`config.mk`:
```
export PLATFORM = sky130hd
export DESIGN_NAME = rst_seq
export DESIGN_NICKNAME = d
export VERILOG_FILES = /design/src/rtl/rst_seq.sv
export SDC_FILE = /design/constraint.sdc
export NUM_CORES = 1
export LEC_CHECK = 0
export CAP_MARGIN = 20
export CORE_MARGIN = 2
export CORE_UTILIZATION = 40
export DETAILED_ROUTE_END_ITERATION = 12
export GPL_TIMING_DRIVEN = 0
export PLACE_DENSITY_LB_ADDON = 0.08
export SLEW_MARGIN = 20
export SYNTH_ARGS = -nofsm -noshare
export SYNTH_HDL_FRONTEND = slang
export SYNTH_SLANG_ARGS = --single-unit
```
`constraint.sdc`:
```
create_clock -name i_clk -period 2.25 [get_ports i_clk]
set_input_delay 0.45 -clock i_clk [delete_from_list [all_inputs] [get_ports i_clk]]
set_output_delay 0.45 -clock i_clk [all_outputs]
set_load 0.005 [all_outputs]
```
`src/rtl/rst_seq.sv`:
```
// -----------------------------------------------------------------------------
// rst_seq : reset sequencer behind the board clock input path.
//
// Waits for the clock source to report lock, filters the lock indication,
// holds every downstream domain in reset for a fixed interval, then releases
// up to eight reset domains one after another with a fixed gap and raises
// o_ready. Lock loss re-runs the whole sequence. Optionally a software reset
// request/acknowledge handshake re-sequences from HOLD.
//
// Optional feature macro: RST_SEQ_SW_RST_EN
//   defined   : SW_RESET state and the req/ack handshake are built.
//   undefined : i_sw_rst_req is ignored, o_sw_rst_ack stays 0.
//
// Parameters:
//   NUM_STAGES  number of staged reset outputs (1..8)
//   LOCK_FILTER consecutive synchronized-lock cycles needed before HOLD (>=1)
//   HOLD_CYCLES cycles spent in HOLD before the first release (>=1)
//   STAGE_GAP   cycles between consecutive stage releases (>=1)
//
// Ports:
//   i_clk          system clock (buffered global clock)
//   i_rst_n        asynchronous active-low reset
//   i_locked       clock-source lock, asynchronous, 2-flop synchronized here
//   i_sw_rst_req   synchronous software reset request (level, 4-phase)
//   o_sw_rst_ack   software reset acknowledge (registered)
//   o_stage_rst_n  active-low reset per domain, bit k releases before bit k+1
//   o_ready        high only in RUN (registered)
// -----------------------------------------------------------------------------
module rst_seq #(
    parameter int NUM_STAGES  = 3,
    parameter int LOCK_FILTER = 4,
    parameter int HOLD_CYCLES = 16,
    parameter int STAGE_GAP   = 8
) (
    input  logic                  i_clk,
    input  logic                  i_rst_n,
    input  logic                  i_locked,
    input  logic                  i_sw_rst_req,
    output logic                  o_sw_rst_ack,
    output logic [NUM_STAGES-1:0] o_stage_rst_n,
    output logic                  o_ready
);

    localparam int MAX_AB = (LOCK_FILTER > HOLD_CYCLES) ? LOCK_FILTER : HOLD_CYCLES;
    localparam int MAX_CNT = (MAX_AB > STAGE_GAP) ? MAX_AB : STAGE_GAP;
    localparam int CNT_W = $clog2(MAX_CNT + 1);
    localparam int IDX_W = (NUM_STAGES > 1) ? $clog2(NUM_STAGES) : 1;

    localparam logic [CNT_W-1:0] LOCK_LAST = CNT_W'(LOCK_FILTER - 1);
    localparam logic [CNT_W-1:0] HOLD_LAST = CNT_W'(HOLD_CYCLES - 1);
    localparam logic [CNT_W-1:0] GAP_LAST  = CNT_W'(STAGE_GAP - 1);
    localparam logic [IDX_W-1:0] IDX_LAST  = IDX_W'(NUM_STAGES - 1);

    typedef enum logic [2:0] {
        ST_WAIT_LOCK = 3'd0,
        ST_HOLD      = 3'd1,
        ST_RELEASE   = 3'd2,
`ifdef RST_SEQ_SW_RST_EN
        ST_RUN       = 3'd3,
        ST_SW_RESET  = 3'd4
`else
        ST_RUN       = 3'd3
`endif
    } state_t;

    logic                  r_sync_q1;
    logic                  r_locked_s;
    state_t                r_state;
    logic [CNT_W-1:0]      r_cnt;
    logic [IDX_W-1:0]      r_idx;
    logic [NUM_STAGES-1:0] r_stage_rst_n;
    logic                  r_ready;
    logic                  r_sw_rst_ack;

    state_t                w_state_nxt;
    logic [CNT_W-1:0]      w_cnt_nxt;
    logic [IDX_W-1:0]      w_idx_nxt;
    logic [NUM_STAGES-1:0] w_stage_nxt;
    logic                  w_ready_nxt;
    logic                  w_ack_nxt;

`ifndef RST_SEQ_SW_RST_EN
    // Request input is intentionally unused when the handshake is not built.
    logic w_unused_sw_req;
    assign w_unused_sw_req = i_sw_rst_req;
`endif

    // Two-flop synchronizer bringing the asynchronous lock into i_clk.
    always_ff @(posedge i_clk or negedge i_rst_n) begin
        if (!i_rst_n) begin
            r_sync_q1  <= 1'b0;
            r_locked_s <= 1'b0;
        end else begin
            r_sync_q1  <= i_locked;
            r_locked_s <= r_sync_q1;
        end
    end

    // State, shared counter, stage index and registered outputs.
    always_ff @(posedge i_clk or negedge i_rst_n) begin
        if (!i_rst_n) begin
            r_state       <= ST_WAIT_LOCK;
            r_cnt         <= {CNT_W{1'b0}};
            r_idx         <= {IDX_W{1'b0}};
            r_stage_rst_n <= {NUM_STAGES{1'b0}};
            r_ready       <= 1'b0;
            r_sw_rst_ack  <= 1'b0;
        end else begin
            r_state       <= w_state_nxt;
            r_cnt         <= w_cnt_nxt;
            r_idx         <= w_idx_nxt;
            r_stage_rst_n <= w_stage_nxt;
            r_ready       <= w_ready_nxt;
            r_sw_rst_ack  <= w_ack_nxt;
        end
    end

    // Next-state and next-output logic; lock loss overrides every state.
    always_comb begin
        w_state_nxt = r_state;
        w_cnt_nxt   = r_cnt;
        w_idx_nxt   = r_idx;
        w_stage_nxt = r_stage_rst_n;
        w_ready_nxt = r_ready;
        w_ack_nxt   = r_sw_rst_ack;

        if ((r_state != ST_WAIT_LOCK) && !r_locked_s) begin
            w_state_nxt = ST_WAIT_LOCK;
            w_cnt_nxt   = {CNT_W{1'b0}};
            w_idx_nxt   = {IDX_W{1'b0}};
            w_stage_nxt = {NUM_STAGES{1'b0}};
            w_ready_nxt = 1'b0;
            w_ack_nxt   = 1'b0;
        end else begin
            case (r_state)
                ST_WAIT_LOCK: begin
                    w_stage_nxt = {NUM_STAGES{1'b0}};
                    w_ready_nxt = 1'b0;
                    w_ack_nxt   = 1'b0;
                    if (r_locked_s) begin
                        if (r_cnt == LOCK_LAST) begin
                            w_state_nxt = ST_HOLD;
                            w_cnt_nxt   = {CNT_W{1'b0}};
                        end else begin
                            w_cnt_nxt = r_cnt + CNT_W'(1);
                        end
                    end else begin
                        w_cnt_nxt = {CNT_W{1'b0}};
                    end
                end

                ST_HOLD: begin
                    w_stage_nxt = {NUM_STAGES{1'b0}};
                    w_ready_nxt = 1'b0;
                    if (r_cnt == HOLD_LAST) begin
                        w_state_nxt = ST_RELEASE;
                        w_cnt_nxt   = {CNT_W{1'b0}};
                        w_idx_nxt   = {IDX_W{1'b0}};
                    end else begin
                        w_cnt_nxt = r_cnt + CNT_W'(1);
                    end
                end

                // r_cnt==0 is the edge that raises bit r_idx. After the last
                // bit the counter is left non-zero so the next edge enters RUN.
                ST_RELEASE: begin
                    if ((r_idx == IDX_LAST) && (r_cnt != {CNT_W{1'b0}})) begin
                        w_state_nxt = ST_RUN;
                        w_ready_nxt = 1'b1;
                        w_cnt_nxt   = {CNT_W{1'b0}};
                    end else if (r_cnt == {CNT_W{1'b0}}) begin
                        for (int k = 0; k < NUM_STAGES; k++) begin
                            if (IDX_W'(k) == r_idx) begin
                                w_stage_nxt[k] = 1'b1;
                            end else begin
                                w_stage_nxt[k] = r_stage_rst_n[k];
                            end
                        end
                        if ((r_idx != IDX_LAST) && (GAP_LAST == {CNT_W{1'b0}})) begin
                            w_idx_nxt = r_idx + IDX_W'(1);
                        end else begin
                            w_cnt_nxt = CNT_W'(1);
                        end
                    end else if (r_cnt == GAP_LAST) begin
                        w_cnt_nxt = {CNT_W{1'b0}};
                        w_idx_nxt = r_idx + IDX_W'(1);
                    end else begin
                        w_cnt_nxt = r_cnt + CNT_W'(1);
                    end
                end

                ST_RUN: begin
                    w_ready_nxt = 1'b1;
`ifdef RST_SEQ_SW_RST_EN
                    if (i_sw_rst_req) begin
                        w_state_nxt = ST_SW_RESET;
                        w_stage_nxt = {NUM_STAGES{1'b0}};
                        w_ready_nxt = 1'b0;
                        w_ack_nxt   = 1'b1;
                    end else begin
                        w_ack_nxt = 1'b0;
                    end
`else
                    w_ack_nxt = 1'b0;
`endif
                end

`ifdef RST_SEQ_SW_RST_EN
                // Lock is still valid here, so the retry skips WAIT_LOCK.
                ST_SW_RESET: begin
                    w_stage_nxt = {NUM_STAGES{1'b0}};
                    w_ready_nxt = 1'b0;
                    if (!i_sw_rst_req) begin
                        w_ack_nxt   = 1'b0;
                        w_state_nxt = ST_HOLD;
                        w_cnt_nxt   = {CNT_W{1'b0}};
                    end else begin
                        w_ack_nxt = 1'b1;
                    end
                end
`endif

                default: begin
                    w_state_nxt = ST_WAIT_LOCK;
                    w_cnt_nxt   = {CNT_W{1'b0}};
                    w_idx_nxt   = {IDX_W{1'b0}};
                    w_stage_nxt = {NUM_STAGES{1'b0}};
                    w_ready_nxt = 1'b0;
                    w_ack_nxt   = 1'b0;
                end
            endcase
        end
    end

    assign o_stage_rst_n = r_stage_rst_n;
    assign o_ready       = r_ready;
    assign o_sw_rst_ack  = r_sw_rst_ack;

endmodule
```
# Word-level counts from Yosys, hierarchy flattened
# Index checks and enable logic that the tools add are counted.
# word_totals
regBits	17
inputBits	4
output_inout_bits	5
word_cells	82
# classes
n_addsub	2
eq_ne	23
n_mux	32
reduce_logical	15
# ops
operator	n
$mux W5	7
$ne A3 B3 Y1 const B	11
$mux W3	8
$pmux W5 S4	1
$pmux W3 S4	1
$reduce_and A4 Y1	3
$mux W2	5
$reduce_and A5 Y1	2
$mux W1	7
$eq A3 B2 Y1 const B	2
$pmux W2 S3	1
$pmux W3 S2	1
$add A5 B1 Y5 const B	1
$eq A5 B2 Y1 const B	1
$eq A5 B3 Y1 const B	1
$eq A5 B4 Y1 const B	1
$logic_not A5 Y1	1
$reduce_bool A5 Y1	1
$ne A2 B1 Y1 const B	2
$reduce_or A2 Y1	2
$eq A3 B1 Y1 const B	1
$logic_not A3 Y1	1
$reduce_bool A3 Y1	1
$add A2 B1 Y2 const B	1
other kinds (8)	9

# Depth between registers and ports, before layout
# depth
ltp_word	6
ltp_mapped	9
mapped_depth_nobuf	9

# Least setup slack after synthesis
# No wires, ideal clock.
# synth_path
path_kind	register to register
start	reg r_cnt[0]
end	reg r_state[0]
setup_ps	127
arrival_time_ps	1743
required_ps	2123
path_slack_ps	379
stages_incl_launch_ff	8
path_buffers	0
period_less_slack_ps	1871
cell_sequence	dfrtp_1 inv_1 ha_1 or4b_4 a21boi_2 o31ai_1 nand2_1 mux2_1
# synth_between
elab_chain_len	4
elab_cells_between_ends	8
classes_between	eq/ne (5); reduce/logical (3)
# synth_rtl
item	line_no	text
start, declared	69	logic [CNT_W-1:0] r_cnt;
start signal, assigned	103	r_cnt <= {CNT_W{1'b0}};
start signal, assigned	110	r_cnt <= w_cnt_nxt;
$reduce_bool A5 Y1	167	if ((r_idx == IDX_LAST) && (r_cnt != {CNT_W{1'b0}})) begin
$logic_and A1 B1 Y1	167	
$ne A3 B3 Y1 (no line)	n/a	
$reduce_and A5 Y1 (no line) (*)	n/a	
end signal, assigned	109	r_state <= w_state_nxt;
end, declared	68	state_t r_state;
# Every way passes the cells marked *; elsewhere a longest branch is shown, timed or not.
# A chain may end at the register's enable or synchronous reset.

# Worst setup path in the final report
# layout_path
start	reg r_cnt[0]
end	reg r_cnt[3]
# layout_between
elab_chain_len	6
elab_cells_between_ends	15
classes_between	add/sub (1); eq/ne (3); mux (8); reduce/logical (3)
# layout_rtl
item	line_no	text
$add A5 B1 Y5 or $eq A5 B3 Y1 (tied branches)	n/a	
$mux W5	184	end else if (r_cnt == GAP_LAST) begin
$mux W5	171	end else if (r_cnt == {CNT_W{1'b0}}) begin
$mux W5	167	
$pmux W5 S4 (*)	135	case (r_state)
$mux W5 (*)	127	if ((r_state != ST_WAIT_LOCK) && !r_locked_s) begin
# Marks and branches as above.

==> results_dict.tcl <==
set metrics [dict create \
    run_status "finished clean" \
    sequential_cell_area_um2 375 \
    clock_transition_time_at_the_flip_flop_clock_pins_of_the_worst_setup_and_hold_paths_ns 0.09 \
    cts_sinks 15 \
    grt_start_max_net_pins 16 \
    syn_inst 103 \
    ys_top_cells_by_area "sky130_fd_sc_hd__dfrtp_1, sky130_fd_sc_hd__ha_1, sky130_fd_sc_hd__a21oi_1, sky130_fd_sc_hd__inv_1, sky130_fd_sc_hd__nor2_1" \
    final_cells 141 \
    drv_slew 0 \
    mappedNetlistNets 118 \
    finalSetupTns_ns 0 \
    floorplan.die.width_um 53.1 \
    post_drt_wl_per_cell_um 13.4 \
    fmax_mhz 483 \
    post_synth.cell_area_avg_um2 9.37 \
    crit_required_ns 2.46 \
    place_congestion 0.746 \
    netlist.area_leader.share_pct 38.9 \
    arrival_ns 2.29 \
    grt_first_pass_wirelength_um 3270 \
    report.final.setup_viol 0 \
    floorplan.initialDensity_pct 42.8 \
    static-leakage-power_nw 0.487 \
    grt.overflow.total 0 \
    worstSetupStartpointType "flip-flop" \
    die_height_um 53.1 \
    asyncSetResetFlopFracSynth_pct 100 \
    period_needed_ns 2.07 \
    synth_mux_area_share_pct 3.24 \
    cts_max_path_buffers 2 \
    highest_net_fanout_along_the_worst_path 6 \
    drc 0 \
    post-cts-setup-buffer-count 0 \
    vdd_drop_max_mv 0.517 \
    worst-slew-pin-transition_ns 0.689 \
    ys_seq_elements 15 \
    route.final.wire_length_um 1890 \
    post_synth_most_frequent_cells "sky130_fd_sc_hd__dfrtp_1, sky130_fd_sc_hd__ha_1, sky130_fd_sc_hd__inv_1, sky130_fd_sc_hd__nor2_1, sky130_fd_sc_hd__nand2_1" \
    io_buffer_count 6 \
    post_drt_via_cell_ratio 5.26 \
    setup.worst_path.end_class "flip-flop" \
    clkLatencyLatePin_ns 0.29 \
    drt_iter0_markers 12 \
    fillerInstances 221 \
    number_of_vias_in_the_routed_layout 742 \
    dieArea_um2 2820 \
    timing_worst_setup_path_type "flip-flop to flip-flop" \
    cts_tree "built" \
    drive_above_1_share_pct 10.6 \
    layout-area-overhead-vs-synth_pct 13.0 \
    basic_gate_share_of_the_synthesized_area_counting_and_or_nand_and_nor_cells_pct 19.6 \
    synth_top_family_by_area "simple AND/OR/NAND/NOR gates" \
    post_synth_top_flop "sky130_fd_sc_hd__dfrtp_1" \
    hold_viol 0 \
    maxCapViolCount 0 \
    detailed_placer_s_ending_hpwl_um 1390 \
    yosys.area.top_type "sky130_fd_sc_hd__dfrtp_1" \
    number_of_cell_rows 17 \
    grt_usage_pct 16.5 \
    synth_enable_flop_cells 0 \
    total_standard_cell_area_after_synthesis_um2 965 \
    min_path_type "flip-flop to flip-flop" \
    number_of_search_and_repair_iterations_in_the_first_detailed_routing_pass 4 \
    vias_in_the_first_global_route 716 \
    multi_input_area_um2 539 \
    synth_most_common_cell "sky130_fd_sc_hd__dfrtp_1" \
    grt_setup_unrepaired "false" \
    antenna_found_initial 0 \
    yosys_warnings 0 \
    cts_htree_levels 1 \
    complex_gate_fraction_of_the_synthesized_area_pct 18.2 \
    share_of_synthesized_area_occupied_by_flip_flops_and_latches_pct 38.9 \
    antennaDiodeCount 0 \
    core-area_um2 2250 \
    final_antenna_net_count 0 \
    pwr_density_cell_nw_per_um2 1040 \
    worst_slew_margin_rel_pct 53.9 \
    post_synthesis_xor_xnor_area_fraction_pct 0 \
    dp.cells 137 \
    timing.final.crit_share_pct 92.1 \
    root_buffer_master "sky130_fd_sc_hd__clkbuf_4" \
    fin_nets 129 \
    synth_cell_types 29 \
    tritoncts.num_buffers 3 \
    pin_count 9 \
    synth_adder_area_share_pct 14.3 \
    final_setup_skew_ns 0.00123 \
]
-- area by class of cell --
cell class,instances,share of cell area [%]
Multi-Input combinational cell,75,49.5
Inverter,11,3.79
Sequential cell,15,34.4
Timing Repair Buffer,6,5.51
Clock inverter,1,0.459
Clock buffer,3,2.07
Tap cell,28,3.21
Buffer,2,1.03
-- cells by family (layout without fill, tap and decap cells) --
| logic type | count (synthesis) | in the layout |
|---|---|---|
| buffers and inverters | 13 | 23 |
| multiplexers | 3 | 3 |
| other | 1 | 1 |
| flip-flops | 15 | 15 |
| AO/OA/AOI/OAI | 25 | 25 |
| adder cells (fa/ha/maj) | 11 | 11 |
| AND/OR/NAND/NOR | 35 | 35 |
-- critical path: stages, from the launching register on --
cell and delay (ns):
sky130_fd_sc_hd__dfrtp_1 0.45, sky130_fd_sc_hd__ha_1 0.28, sky130_fd_sc_hd__nand3_1 0.13, sky130_fd_sc_hd__inv_1 0.05, sky130_fd_sc_hd__ha_1 0.20, sky130_fd_sc_hd__nor2b_2 0.19
sky130_fd_sc_hd__a31oi_4 0.06, sky130_fd_sc_hd__a211oi_2 0.33, sky130_fd_sc_hd__a41oi_1 0.15, sky130_fd_sc_hd__a31oi_1 0.16
-- what timing repair did --
item                       4_1_cts  5_1_grt
setup endpoints to repair        0        1
hold buffers                     0        0
resized for setup                0        1
-- state kept, by name, summed over array words and instances, names as in the netlist --
name           cells
r_state            2
r_locked_s         1
o_stage_rst_n      3
r_idx              2
r_sync_q1          1
o_ready            1
r_cnt              5
-- report_power, final --
part	switching, mW	internal, mW	leakage [nW]
registers	0.0525	0.322	0.198
logic	0.351	0.246	0.271
clock network	0.0928	0.0662	0.0177
total	0.496	0.634	0.487
-- layer usage --
| metal | share of wire, % | global-route usage [%] | wire length (µm) |
|---|---|---|---|
| met5 | 0 | 0 | 0 |
| met4 | 0.69 | 3.85 | 13 |
| met3 | 4.0 | 5.93 | 75 |
| met2 | 44 | 24.8 | 834 |
| met1 | 51 | 22.4 | 961 |
-- path summary, 6_finish.rpt --
path / slack [ns] / cells after the start / end / startpoint
max: 0.18 / 9 / r_cnt[3] / r_cnt[0]
min: 0.36 / 0 / r_locked_s / r_sync_q1
max reg2reg: 0.18 / 9 / r_cnt[3] / r_cnt[0]
min reg2reg: 0.36 / 0 / r_locked_s / r_sync_q1
max in group asynchronous: 1.25 / 1 / o_stage_rst_n[2] / i_rst_n
min in group asynchronous: 0.57 / 1 / r_locked_s / i_rst_n
-- metrics by stage --
stage	area (µm²)	total power, mW	util (%)	hold WS (ns)	worst slack, ns
after detailed placement	1060	0.974	47.0	0.336	0.135
after global placement	1060	0.971	47.0	0.332	0.156
after global routing	1090	1.25	48.3	0.378	0.0581
final	1090	1.13	48.3	0.358	0.178
after CTS	1090	1.14	48.2	0.360	0.109
after floorplan	965	0.834	-	0.154	0.379
-- cells in the final DEF, fill, tap and decap left out --
master and n:
sky130_fd_sc_hd__mux2i_1 2, sky130_fd_sc_hd__nand3b_1 1, sky130_fd_sc_hd__or4bb_1 1, sky130_fd_sc_hd__conb_1 1
sky130_fd_sc_hd__a211oi_2 1, sky130_fd_sc_hd__inv_1 11, sky130_fd_sc_hd__buf_1 1, sky130_fd_sc_hd__clkbuf_4 3
sky130_fd_sc_hd__nor2b_2 1, sky130_fd_sc_hd__a22oi_1 1, sky130_fd_sc_hd__nor2_4 1, sky130_fd_sc_hd__a211oi_1 4
sky130_fd_sc_hd__ha_1 11, sky130_fd_sc_hd__buf_4 1, sky130_fd_sc_hd__a31oi_4 1, sky130_fd_sc_hd__a21boi_2 1
sky130_fd_sc_hd__clkdlybuf4s50_1 6, sky130_fd_sc_hd__or4b_4 2, sky130_fd_sc_hd__mux2_1 1, sky130_fd_sc_hd__dfrtp_1 15
sky130_fd_sc_hd__a21oi_1 9, sky130_fd_sc_hd__a41oi_1 1, sky130_fd_sc_hd__nor2_1 11, sky130_fd_sc_hd__o31ai_1 1
sky130_fd_sc_hd__nor4_1 1, sky130_fd_sc_hd__o21ai_1 5, sky130_fd_sc_hd__nand2_1 10, sky130_fd_sc_hd__a31oi_1 1
sky130_fd_sc_hd__nand3_1 5, sky130_fd_sc_hd__nand4b_1 1, sky130_fd_sc_hd__nand2b_1 1, sky130_fd_sc_hd__clkinv_2 1
No activity file was read; power rests on OpenSTA's default activity.
